## src/rtl/mul_pkg.sv

```systemverilog
// Shared widths, types and elaboration-time helpers for the 5x5 Wallace multiplier.
// The mask helpers track which bit columns of each tree row can be non-zero.
package mul_pkg;

    localparam int OPW = 5;
    localparam int PW  = 10;

    typedef logic [OPW-1:0] opnd_t;
    typedef logic [PW-1:0]  prod_t;

    // Occupied columns of partial-product row `row` (x AND y[row], shifted by row).
    function automatic prod_t pp_mask(input int row);
        prod_t m;
        m = '0;
        m[OPW-1:0] = '1;
        return m << row;
    endfunction

    function automatic prod_t csa_sum_mask(input prod_t a, input prod_t b, input prod_t c);
        return a | b | c;
    endfunction

    // A column emits a carry only when at least two of its inputs can be set.
    function automatic prod_t csa_carry_mask(input prod_t a, input prod_t b, input prod_t c);
        return ((a & b) | (a & c) | (b & c)) << 1;
    endfunction

endpackage

```

## src/rtl/wallace_mul_5x5_if.sv

```systemverilog
// Operand/product bundle for wallace_mul_5x5: the master supplies operands,
// the slave (the multiplier) returns the registered product.
interface wallace_mul_5x5_if;
    import mul_pkg::*;

    logic  in_valid;
    opnd_t x;
    opnd_t y;
    prod_t p;
    logic  out_valid;

    modport master (output in_valid, output x, output y, input p, input out_valid);
    modport slave  (input in_valid, input x, input y, output p, output out_valid);

endinterface

```

## src/rtl/wallace_mul_5x5_csa.sv

```systemverilog
// Adder leaves for the Wallace tree: a full adder and a mask-driven 3:2 row
// compressor that places full adders, half adders or wires per column.
module full_adder (
    input  logic a,
    input  logic b,
    input  logic cin,
    output logic sum,
    output logic cout
);
    assign sum  = a ^ b ^ cin;
    assign cout = (a & b) | (cin & (a ^ b));
endmodule

module csa_row
    import mul_pkg::*;
#(
    parameter prod_t MASK_A = '0,
    parameter prod_t MASK_B = '0,
    parameter prod_t MASK_C = '0
) (
    input  prod_t a,
    input  prod_t b,
    input  prod_t c,
    output prod_t sum,
    output prod_t carry
);
    logic [PW-2:0] co;

    // Bits outside a row's mask are structurally zero, so XOR of all three is
    // the correct sum for every column that is not a full adder.
    for (genvar k = 0; k < PW-1; k++) begin : g_col
        localparam int CNT = int'(MASK_A[k]) + int'(MASK_B[k]) + int'(MASK_C[k]);
        if (CNT == 3) begin : g_fa
            full_adder u_fa (.a(a[k]), .b(b[k]), .cin(c[k]), .sum(sum[k]), .cout(co[k]));
        end else begin : g_ha
            assign sum[k] = a[k] ^ b[k] ^ c[k];
            if (CNT < 2) begin : g_none
                assign co[k] = 1'b0;
            end else if (!MASK_C[k]) begin : g_ab
                assign co[k] = a[k] & b[k];
            end else if (!MASK_B[k]) begin : g_ac
                assign co[k] = a[k] & c[k];
            end else begin : g_bc
                assign co[k] = b[k] & c[k];
            end
        end
    end

    // The top column never holds more than one bit in this tree.
    assign sum[PW-1] = a[PW-1] ^ b[PW-1] ^ c[PW-1];
    assign carry     = {co, 1'b0};

endmodule

```

## src/rtl/wallace_mul_5x5.sv

```systemverilog
// Unsigned 5x5 multiplier: AND array, three Wallace 3:2 stages (5->4->3->2 rows),
// ripple-carry final adder and a single output register with a travelling valid.
module wallace_mul_5x5
    import mul_pkg::*;
(
    input  logic                clk,
    input  logic                rst_n,
    wallace_mul_5x5_if.slave    bus
);
    localparam prod_t M0 = pp_mask(0);
    localparam prod_t M1 = pp_mask(1);
    localparam prod_t M2 = pp_mask(2);
    localparam prod_t M3 = pp_mask(3);
    localparam prod_t M4 = pp_mask(4);

    localparam prod_t M_S1 = csa_sum_mask(M0, M1, M2);
    localparam prod_t M_C1 = csa_carry_mask(M0, M1, M2);
    localparam prod_t M_S2 = csa_sum_mask(M_S1, M_C1, M3);
    localparam prod_t M_C2 = csa_carry_mask(M_S1, M_C1, M3);

    prod_t pp_row [OPW];
    prod_t s1, c1, s2, c2, s3, c3;
    logic [PW-1:0] rc;
    prod_t prod_p0;
    prod_t prod_p1;
    logic  vld_p1;

    // ---- stage p0: partial products, reduction tree, final adder ----
    for (genvar i = 0; i < OPW; i++) begin : g_pp
        assign pp_row[i] = prod_t'(bus.x & {OPW{bus.y[i]}}) << i;
    end

    csa_row #(.MASK_A(M0), .MASK_B(M1), .MASK_C(M2)) u_st1 (
        .a(pp_row[0]), .b(pp_row[1]), .c(pp_row[2]), .sum(s1), .carry(c1)
    );
    csa_row #(.MASK_A(M_S1), .MASK_B(M_C1), .MASK_C(M3)) u_st2 (
        .a(s1), .b(c1), .c(pp_row[3]), .sum(s2), .carry(c2)
    );
    csa_row #(.MASK_A(M_S2), .MASK_B(M_C2), .MASK_C(M4)) u_st3 (
        .a(s2), .b(c2), .c(pp_row[4]), .sum(s3), .carry(c3)
    );

    assign rc[0] = 1'b0;
    for (genvar k = 0; k < PW-1; k++) begin : g_rca
        full_adder u_fa (.a(s3[k]), .b(c3[k]), .cin(rc[k]), .sum(prod_p0[k]), .cout(rc[k+1]));
    end
    // Carry out of the top bit is always zero (31*31 < 1024), so it is not formed.
    assign prod_p0[PW-1] = s3[PW-1] ^ c3[PW-1] ^ rc[PW-1];

    // ---- stage p1: output register ----
    always_ff @(posedge clk or negedge rst_n) begin
        if (!rst_n) begin
            prod_p1 <= '0;
            vld_p1  <= 1'b0;
        end else begin
            prod_p1 <= prod_p0;
            vld_p1  <= bus.in_valid;
        end
    end

    assign bus.p         = prod_p1;
    assign bus.out_valid = vld_p1;

endmodule

```

## src/flat_wrapper.sv

```systemverilog
// flat-port wrapper written by rule: the top's interface ports become plain ports
module wallace_mul_5x5_flat import mul_pkg::*;
  (clk, rst_n, bus_in_valid, bus_x, bus_y, bus_p, bus_out_valid);
  wallace_mul_5x5_if bus_i ();
  input  logic clk;
  input  logic rst_n;
  input wire logic [$bits(bus_i.in_valid)-1:0] bus_in_valid;
  input wire logic [$bits(bus_i.x)-1:0] bus_x;
  input wire logic [$bits(bus_i.y)-1:0] bus_y;
  output wire logic [$bits(bus_i.p)-1:0] bus_p;
  output wire logic [$bits(bus_i.out_valid)-1:0] bus_out_valid;
  assign bus_i.in_valid = bus_in_valid;
  assign bus_i.x = bus_x;
  assign bus_i.y = bus_y;
  assign bus_p = bus_i.p;
  assign bus_out_valid = bus_i.out_valid;
  wallace_mul_5x5 u_core (.clk(clk), .rst_n(rst_n), .bus(bus_i));
endmodule
```

## config.mk

```make
export PLATFORM = sky130hd
export DESIGN_NAME = wallace_mul_5x5_flat
export DESIGN_NICKNAME = d
export VERILOG_FILES = /design/src/rtl/mul_pkg.sv /design/src/rtl/wallace_mul_5x5_if.sv /design/src/rtl/wallace_mul_5x5_csa.sv /design/src/rtl/wallace_mul_5x5.sv /design/src/flat_wrapper.sv
export SDC_FILE = /design/constraint.sdc
export NUM_CORES = 1
export LEC_CHECK = 0
export ABC_AREA = 1
export BUFFER_PORTS_ARGS = -buffer_cell sky130_fd_sc_hd__clkbuf_2
export CORE_AREA = 2 2 42 53
export DETAILED_ROUTE_END_ITERATION = 10
export DIE_AREA = 0 0 44 55
export GPL_TIMING_DRIVEN = 0
export PLACE_DENSITY = 0.72
export SYNTH_ARGS = -nofsm -noshare
export SYNTH_HDL_FRONTEND = slang
export SYNTH_SLANG_ARGS = --single-unit
```

## constraint.sdc

```tcl
create_clock -name clk -period 0.8 [get_ports clk]
set_input_delay 0.08 -clock clk [delete_from_list [all_inputs] [get_ports clk]]
set_output_delay 0.08 -clock clk [all_outputs]
set_load 0.005 [all_outputs]
```

==> Yosys cells after proc, flatten, opt, wreduce, memory -nomap -nowiden <==
Index checks and enable logic that the tools add are counted.
{ "totals": {"output_inout_bits": 11, "regBits": 11, "inputBits": 13} }
{ "classes": {"n_bitwise": 105} }
{ "ops": {"columns": ["cell", "n"], "rows": [
  ["$xor A1 B1 Y1", 39],
  ["$and A1 B1 Y1", 35],
  ["$and A5 B5 Y5", 5],
  ["$or A1 B1 Y1", 15],
  ["$xor A1 B1 Y1 const B", 6],
  ["$xor A1 B1 Y1 const AB", 4],
  ["$xor A1 B1 Y1 const A", 1]
]} }

==> Longest topological paths before layout <==
Gate-level depths: netlist of run 1.
{ "depth": {"ltp_word": 20, "mapped_depth": 12, "depth_no_buf": 12} }

==> By module <==
A second synthesis of run 1 with hierarchy kept.
{ "unflattened": {"cells_unflattened": 260, "hier_area_um2": 1656.6} }
{ "modules_own_cells": {"columns": ["mod", "instances", "cells_per_inst", "area_per_inst_um2", "seq_area_each_um2"], "rows": [
  ["wallace_mul_5x5", 1, 71, 501.7, 275.3],
  ["csa_row (u_core.u_st2 ...)", 2, 53, 237.7, 0.0],
  ["full_adder", 20, 1, 20.0, 0.0],
  ["csa_row (u_core.u_st1)", 1, 63, 279.0, 0.0]
]} }

==> Worst setup path after synthesis of run 1 <==
OpenSTA, ideal clock, no wires.
{ "synth_path": {"path_kind": "input-to-reg", "from": "in bus_y[0]", "to": "reg u_core.prod_p1[8] (netlist: u_core.bus.p[8])", "setup_ns": 0.135, "stages": 10, "slack_ns": -2.784, "path_buffers": 0, "arrival_time_ns": 3.449, "path_cell_list": "nand2_1 -> fa_1 -> inv_1 -> fa_1 -> fa_1 -> ha_1 -> fa_1 -> fa_1 -> fa_1 -> fa_1"} }
{ "synth_via": {"elab_chain_cells": 18, "word_cells_on_any_way": 63, "cone_classes": "bitwise (63)"} }
{ "synth_lines": {"columns": ["element", "line_no", "source"], "rows": [
  ["start, declared", "flat_wrapper.sv:9", "input wire logic [$bits(bus_i.y)-1:0] bus_y;"],
  ["$and A5 B5 Y5 (*)", "wallace_mul_5x5.sv:30", "assign pp_row[i] = prod_t'(bus.x & {OPW{bus.y[i]}}) << i;"],
  ["$xor A1 B1 Y1", "wallace_mul_5x5_csa.sv:10, wallace_mul_5x5_csa.sv:11", null],
  ["$and A1 B1 Y1", "wallace_mul_5x5_csa.sv:11", "assign cout = (a & b) | (cin & (a ^ b));"],
  ["$or A1 B1 Y1", "wallace_mul_5x5_csa.sv:11", null],
  ["$xor A1 B1 Y1", "wallace_mul_5x5_csa.sv:10, wallace_mul_5x5_csa.sv:11", null],
  ["$and A1 B1 Y1", "wallace_mul_5x5_csa.sv:11", null],
  ["$or A1 B1 Y1", "wallace_mul_5x5_csa.sv:11", null],
  ["$xor A1 B1 Y1", "wallace_mul_5x5_csa.sv:10, wallace_mul_5x5_csa.sv:11", null],
  ["[3 not listed]", null, null],
  ["$and A1 B1 Y1", "wallace_mul_5x5_csa.sv:11", null],
  ["$or A1 B1 Y1", "wallace_mul_5x5_csa.sv:11", null],
  ["$and A1 B1 Y1", "wallace_mul_5x5_csa.sv:11", null],
  ["$or A1 B1 Y1", "wallace_mul_5x5_csa.sv:11", null],
  ["$and A1 B1 Y1", "wallace_mul_5x5_csa.sv:11", null],
  ["$or A1 B1 Y1 (*)", "wallace_mul_5x5_csa.sv:11", null],
  ["$xor A1 B1 Y1 (*)", "wallace_mul_5x5_csa.sv:10", "assign sum = a ^ b ^ cin;"],
  ["named net u_core.g_rca[8].u_fa.sum", "wallace_mul_5x5_csa.sv:7", "output logic sum,"],
  ["end signal, assigned", "wallace_mul_5x5.sv:56", "prod_p1 <= prod_p0;"],
  ["end, declared", "wallace_mul_5x5.sv:25", "prod_t prod_p1;"]
]} }
Mark *: on every way through the listed nets, which the timed path passes. The rest lies on a longest branch.

==> Final worst setup path of run 1 <==
{ "layout_path": {"from": "in bus_x[4]", "to": "reg u_core.prod_p1[8] (netlist: u_core.bus.p[8])"} }
{ "layout_via": {"elab_chain_cells": 16, "word_cells_on_any_way": 66, "cone_classes": "bitwise (66)"} }
{ "layout_lines": {"columns": ["element", "line_no", "source"], "rows": [
  ["start, declared", "flat_wrapper.sv:8", "input wire logic [$bits(bus_i.x)-1:0] bus_x;"],
  ["$and A5 B5 Y5", "wallace_mul_5x5.sv:30", null],
  ["$xor A1 B1 Y1", "wallace_mul_5x5_csa.sv:10, wallace_mul_5x5_csa.sv:11", null],
  ["$and A1 B1 Y1 / $xor A1 B1 Y1 (equally long branches)", "wallace_mul_5x5_csa.sv:11, wallace_mul_5x5_csa.sv:10", null],
  ["$or A1 B1 Y1 / $xor A1 B1 Y1 (equally long branches)", "wallace_mul_5x5_csa.sv:11, wallace_mul_5x5_csa.sv:10", null],
  ["$xor A1 B1 Y1 (tied with other cells)", "wallace_mul_5x5_csa.sv:10, wallace_mul_5x5_csa.sv:11", null],
  ["$xor A1 B1 Y1 (tied with other cells)", "wallace_mul_5x5_csa.sv:10", null],
  ["$xor A1 B1 Y1 / $and A1 B1 Y1 (equally long branches)", "wallace_mul_5x5_csa.sv:10, wallace_mul_5x5_csa.sv:11", null],
  ["$xor A1 B1 Y1 / $or A1 B1 Y1 (equally long branches)", "wallace_mul_5x5_csa.sv:10, wallace_mul_5x5_csa.sv:11", null],
  ["$xor A1 B1 Y1", "wallace_mul_5x5_csa.sv:11", null],
  ["$and A1 B1 Y1", "wallace_mul_5x5_csa.sv:11", null],
  ["$or A1 B1 Y1", "wallace_mul_5x5_csa.sv:11", null],
  ["$and A1 B1 Y1", "wallace_mul_5x5_csa.sv:11", null],
  ["$or A1 B1 Y1", "wallace_mul_5x5_csa.sv:11", null],
  ["$and A1 B1 Y1", "wallace_mul_5x5_csa.sv:11", null],
  ["$or A1 B1 Y1", "wallace_mul_5x5_csa.sv:11", null],
  ["$xor A1 B1 Y1 (*)", "wallace_mul_5x5_csa.sv:10", null],
  ["named net u_core.g_rca[8].u_fa.sum", "wallace_mul_5x5_csa.sv:7", null]
]} }
Marked as above.

==> impl_metrics.json, run 1 <==
{
  "run_status": "finished with violations",
  "failing_checks": "negative setup slack",
  "clock_tree.buffer_depth": 2,
  "synth.lib_cells_used.distinct": 5,
  "synth_fp_nets": 114,
  "drt-pass1-iter-count": 4,
  "grt_first_pass_wirelength_um": 2370,
  "worstSetupEndpointType": "flip-flop",
  "p_comb_share_pct": 39.9,
  "synth_compound_area_share_pct": 0,
  "synthAdderAreaFrac_pct": 43.9,
  "worst-setup-path-type": "input pin to flip-flop",
  "pwr_density_cell_nw_per_um2": 1490,
  "worst_slew_pin_slew_ns": 0.254,
  "gp_routability_congestion": 0.814,
  "gr-usage-all-layers_pct": 13.6,
  "largest_family_of_logic_cells_by_synthesized_area": "adder cells",
  "worst_setup_path_start_kind": "input pin",
  "core_um2": 1940,
  "synthXorXnorAreaFrac_pct": 0,
  "port_buffers": 23,
  "io_count": 24,
  "n_antenna_cell": 0,
  "die_height_um": 55,
  "final_layout_size_suffix_gt1_share_pct": 42.9,
  "drc": 0,
  "hpwlAfterDp_um": 1250,
  "leakage_power_nw": 0.702,
  "final-hold-violation-count": 0,
  "worst-path-max-fanout": 2,
  "ir_drop_worst_case_vdd_v": 0.000550,
  "timing.critical_path.required_ns": 1.00,
  "share_clk_of_total_power_pct": 19.3,
  "preCtsSetupSlack_ns": -2.85,
  "syn_area_um2": 826,
  "fin_crit_period_ns": 3.26,
  "total_cell_area_at_the_placement_stage_um2": 1020,
  "root_buffer": "sky130_fd_sc_hd__clkbuf_4",
  "worst_path_most_repeated_cell": "sky130_fd_sc_hd__fa_2",
  "cts_inserted_buffers": 3,
  "grt_pass1_vias": 617,
  "power.share.sequential_pct": 40.8,
  "hp-class": "input pin to flip-flop",
  "cp_slowest_cell": "sky130_fd_sc_hd__fa_1",
  "layout.nets": 146,
  "rows": 18,
  "finalWirelength_um": 1460,
  "routedWlPerCell_um": 11.1,
  "post_synth.cell_area_avg_um2": 10.2,
  "chipWidth_um": 44,
  "syn_warnings": 0,
  "antenna_left": 0,
  "fill_cells": 153,
  "globalRoute.totalOverflow": 0,
  "crit_arrival_ns": 3.46,
  "max_cap_violations": 0,
  "rsz_0062_raised_after_global_routing": "yes",
  "synth_simple_gate_area_share_pct": 11.4,
  "area_of_all_placed_cells_without_fillers_um2": 1210,
  "synth.yosys.seq_area_share_pct": 33.3,
  "postSynthRegisterBits": 11,
  "maxSlewViolCount": 0,
  "cts_tree": "done",
  "layout_worst_path_cycle_share_pct": 408,
  "grt_start_max_net_pins": 12,
  "timing.final.ws_setup_ns": -2.46,
  "die_area_um2": 2420,
  "area_delta_synth_final_pct": 47.0,
  "starting_density_pct": 42.6,
  "worstPathCellList": "clkbuf_16, nand2_8, fa_1, inv_1, fa_1, fa_1, ha_2, fa_2, fa_2, fa_2, fa_2",
  "grt_antenna_before_repair": 0,
  "fmax_ghz": 0.306,
  "clk_slew_on_worst_s_h_paths_ns": 0.06,
  "swShare_pct": 29.9,
  "total_number_of_vias": 598,
  "switchingPower_mw": 0.541,
  "post_detailed_route_via_to_cell_ratio": 4.53,
  "internal_pwr_total_mw": 1.27,
  "drt_first_iter_violations": 5,
  "worst_slew_margin_rel_pct": 83.0,
  "cts_max_level": 1,
  "post_synth_mux_area_share_pct": 0,
  "setup-violations-final": 11,
  "mapped_cells": 81,
  "cts_sinks": 11,
  "final.setup.tns_ns": -12.20,
  "critical_path.max_stage_delay_ns": 0.52,
  "finalCoreUtilization_pct": 62.7
}
## power groups by stage
stage	logic, mW	registers, mW	clock network [mW]
2_1_floorplan	0.330	0.772	0
3_3_place_gp	0.610	0.741	0
3_5_place_dp	0.649	0.750	0
4_1_cts	0.714	0.739	0.367
5_1_grt	0.824	0.751	0.382
6_report	0.721	0.736	0.348
## critical path, delay by kind of cell
kind	cells	cell delay [ns]
adders and majority gates	8	3.16
buffers and inverters	2	0.17
and+or+nand+nor	1	0.04
## layout by cell type, fill, tap and decap left out, types with 2 or more instances in the layout
cell                             n
sky130_fd_sc_hd__clkbuf_16       4
sky130_fd_sc_hd__clkbuf_8        3
sky130_fd_sc_hd__fa_1            9
sky130_fd_sc_hd__clkbuf_2       15
sky130_fd_sc_hd__dlygate4sd3_1   2
sky130_fd_sc_hd__inv_1          20
sky130_fd_sc_hd__nand2_2         4
sky130_fd_sc_hd__nand2_8         2
sky130_fd_sc_hd__inv_2           5
sky130_fd_sc_hd__buf_4           2
sky130_fd_sc_hd__nand2_1        18
sky130_fd_sc_hd__fa_2            6
sky130_fd_sc_hd__clkbuf_4        3
sky130_fd_sc_hd__ha_1            3
sky130_fd_sc_hd__dfrtp_1        11
## cell families (layout without fill, tap and decap cells)
group	count (synthesis)	after routing
flops	11	11
simple gates	25	25
fa+ha+maj	20	20
buf+inv	25	56
## synth_stat cells, drive strengths merged
cell type | instances | share of area, %
inv | 25 | 11
nand2 | 25 | 11
dfrtp | 11 | 33
ha | 5 | 7.6
fa | 15 | 36
## flip-flops by register name (all words and copies together) (netlist names)
| name | cells |
|---|---|
| u_core.bus.p | 10 |
| u_core.bus.out_valid | 1 |
## area by class of cell
type | instances | area, um^2 | area share [%]
multi-input combinational | 45 | 537 | 44.2
sequential | 11 | 275 | 22.7
tap | 20 | 25.0 | 2.06
timing repair buffer | 27 | 256 | 21.1
clock buffer | 4 | 26.3 | 2.16
inverter | 25 | 93.8 | 7.73
## routing by layer
metal  GRT usage (%)  up-vias  wire (um)
met1            12.5      290        516
met5               0        -          0
met4            9.09        0         31
met2            27.9       18        858
li1                -      286          -
met3           0.974        4         58
## timing repair
| item | in CTS | in global routing |
|---|---|---|
| hold endpoints to repair | 12 | 0 |
| setup buffers | 1 | 1 |
| pin swaps | 4 | 2 |
| hold buffers | 2 | 0 |
| setup endpoints to repair | 19 | 19 |
| cloned | 0 | 0 |
| resized for setup | 19 | 6 |
## path summary, 6_finish.rpt
kind,startpoint,endpoint,slack [ns],cells after the start
worst min-delay path,bus_x[0],u_core.bus.p[0],0.07,3
worst max-delay path,bus_x[4],u_core.bus.p[8],-2.46,11
max in group asynchronous,rst_n,u_core.bus.p[5],0.38,2
min in group asynchronous,rst_n,u_core.bus.p[4],0.22,2
## stage by stage
stage / power [mW] / instances / hold slack (ns)
CTS: 1.82 / 131 / 0.0630
detailed placement: 1.40 / 124 / -0.0409
floorplan: 1.10 / 81 / -0.216
finish: 1.81 / 132 / 0.0734
global placement: 1.35 / 124 / -0.0453
global route: 1.96 / 132 / 0.100
Note: power is estimated with default switching activity, not from simulation.
==> inputs of run 2 (changes only) <==
--- a/config.mk
+++ b/config.mk
@@ -11,7 +11,8 @@
 export DETAILED_ROUTE_END_ITERATION = 10
 export DIE_AREA = 0 0 44 55
 export GPL_TIMING_DRIVEN = 0
-export PLACE_DENSITY = 0.72
+export PLACE_DENSITY_LB_ADDON = 0.08
+export SKIP_LAST_GASP = 1
 export SYNTH_ARGS = -nofsm -noshare
 export SYNTH_HDL_FRONTEND = slang
 export SYNTH_SLANG_ARGS = --single-unit
==> impl_metrics.json, run 2 (synthesis gave the netlist of run 1 again) <==
{
  "run_status": "finished with violations",
  "failing_checks": "negative setup slack",
  "die_area_um2": 2420,
  "cp_top_family": "adder cells",
  "gp_routability_congestion": 0.766,
  "total_number_of_vias": 596,
  "rsz_0062_raised_after_global_routing": "yes",
  "max_cap_violations": 0,
  "use_met2_pct": 25.0,
  "cts_max_level": 1,
  "grt_first_pass_wirelength_um": 2220,
  "total_cell_area_at_the_placement_stage_um2": 1020,
  "grt_util_met1_pct": 13.2,
  "worst_setup_path_start_kind": "input pin",
  "final-hold-violation-count": 0,
  "design_power_total_mw": 1.80,
  "n_antenna_cell": 0,
  "fin_worst_hold_slack_ns": 0.126,
  "layout.cells.most_common_list": "20 x sky130_fd_sc_hd__nand2_1, 20 x sky130_fd_sc_hd__inv_1, 15 x sky130_fd_sc_hd__clkbuf_2, 11 x sky130_fd_sc_hd__dfrtp_1, 9 x sky130_fd_sc_hd__fa_1",
  "maxSlewViolCount": 0,
  "drt-pass1-iter-count": 1,
  "whs_path_depth": 3,
  "worst-setup-path-type": "input pin to flip-flop",
  "ir_drop_worst_case_vdd_v": 0.000536,
  "final_layout_size_suffix_gt1_share_pct": 41.1,
  "cts_tree": "done",
  "hpwlAfterDp_um": 1190,
  "setup-violations-final": 10,
  "gr-usage-all-layers_pct": 12.6,
  "area_delta_synth_final_pct": 44.5,
  "drc": 0,
  "worst-path-max-fanout": 2,
  "holdPathEnd": "u_core.bus.p[0]",
  "grt_pass1_vias": 569,
  "crit_arrival_ns": 3.49,
  "routedWlPerCell_um": 10.4,
  "rows": 18,
  "worstPathCellList": "clkbuf_16, nand2_8, fa_1, inv_1, fa_1, fa_1, ha_2, fa_2, fa_2, fa_2, fa_2",
  "clock_tree.buffer_depth": 2,
  "finalWirelength_um": 1370,
  "leakage_power_nw": 0.694,
  "gr-usage-met3_pct": 0.974,
  "finalCoreUtilization_pct": 61.6,
  "pwr_density_cell_nw_per_um2": 1510,
  "hold_path.startpoint": "bus_x[0]",
  "cts_sinks": 11,
  "timing.final.ws_setup_ns": -2.49,
  "root_buffer": "sky130_fd_sc_hd__clkbuf_4",
  "antenna_left": 0,
  "grt_start_max_net_pins": 12,
  "largest_register_ff_count": 10,
  "worst_path_most_repeated_cell": "sky130_fd_sc_hd__fa_2",
  "worstSetupEndpointType": "flip-flop",
  "port_buffers": 23,
  "io_count": 24,
  "fmax_ghz": 0.304,
  "critical_path.max_stage_delay_ns": 0.53,
  "starting_density_pct": 42.6,
  "area_of_all_placed_cells_without_fillers_um2": 1190,
  "core_um2": 1940,
  "worst_slew_pin_slew_ns": 0.255,
  "die_height_um": 55,
  "fill_cells": 174,
  "fin_crit_period_ns": 3.29,
  "chipWidth_um": 44,
  "layout_worst_path_cycle_share_pct": 412,
  "cts_inserted_buffers": 3,
  "timing.critical_path.required_ns": 0.99,
  "globalRoute.totalOverflow": 0,
  "grt_antenna_before_repair": 0,
  "cp_slowest_cell": "sky130_fd_sc_hd__fa_1",
  "clk_slew_on_worst_s_h_paths_ns": 0.06,
  "critical_path_buf_inv_count": 2,
  "final.setup.tns_ns": -12.33,
  "hp-class": "input pin to flip-flop",
  "drt_first_iter_violations": 0,
  "post_detailed_route_via_to_cell_ratio": 4.52,
  "layout.nets": 146,
  "top_usage_layer": "met2",
  "worst_slew_margin_rel_pct": 83.0
}
==> run 2: cell counts in the layout (fill, tap and decap cells not counted) <==
Identical to the previous run, type by type.
==> run 2: metal layers <==
metal | routed length (um) | vias up
li1 | - | 287
met1 | 510 | 289
met2 | 792 | 18
met3 | 60 | 2
met4 | 12 | 0
met5 | 0 | -
==> run 2: power by group <==
part	total (mW)	internal, mW	switching, mW
combinational	0.720	0.368	0.352
sequential	0.733	0.701	0.0322
clock	0.348	0.192	0.156
==> run 2: timing repair <==
| item | in CTS | in global routing |
|---|---|---|
| cloned | 0 | 0 |
| gates resized for setup | 18 | 3 |
| hold buffers | 2 | 0 |
| buffers inserted | 2 | 0 |
| endpoints found under the setup margin | 19 | 19 |
| endpoints found under the hold margin | 12 | 0 |
| pin swaps | 3 | 2 |
==> run 2: cell type report <==
type                    count  area, um^2  area share (%)
flip-flops and latches     11         275            23.1
well taps                  20        25.0            2.10
repair buffers             27         241            20.2
clock buffers               4        26.3            2.20
multi-input cells          45         532            44.5
inverters                  25        93.8            7.86
==> run 2: stage by stage <==
stage                     cells  worst slack, ns
after floorplan              81            -2.54
after global placement      124            -2.84
after detailed placement    124            -2.85
after CTS                   132            -2.46
after global routing        132            -2.58
final                       132            -2.49
==> run 2: worst max-delay path by stage <==
stage / from / cells after the start / endpoint / slack (ns)
finish: bus_x[4] / 11 / u_core.bus.p[8] / -2.49
global route: bus_x[4] / 11 / u_core.bus.p[8] / -2.58
CTS: bus_y[0] / 13 / u_core.bus.p[8] / -2.46
global placement: bus_y[2] / 13 / u_core.bus.p[8] / -2.84
floorplan: bus_y[0] / 10 / u_core.bus.p[8] / -2.54
detailed placement: bus_y[2] / 13 / u_core.bus.p[8] / -2.85
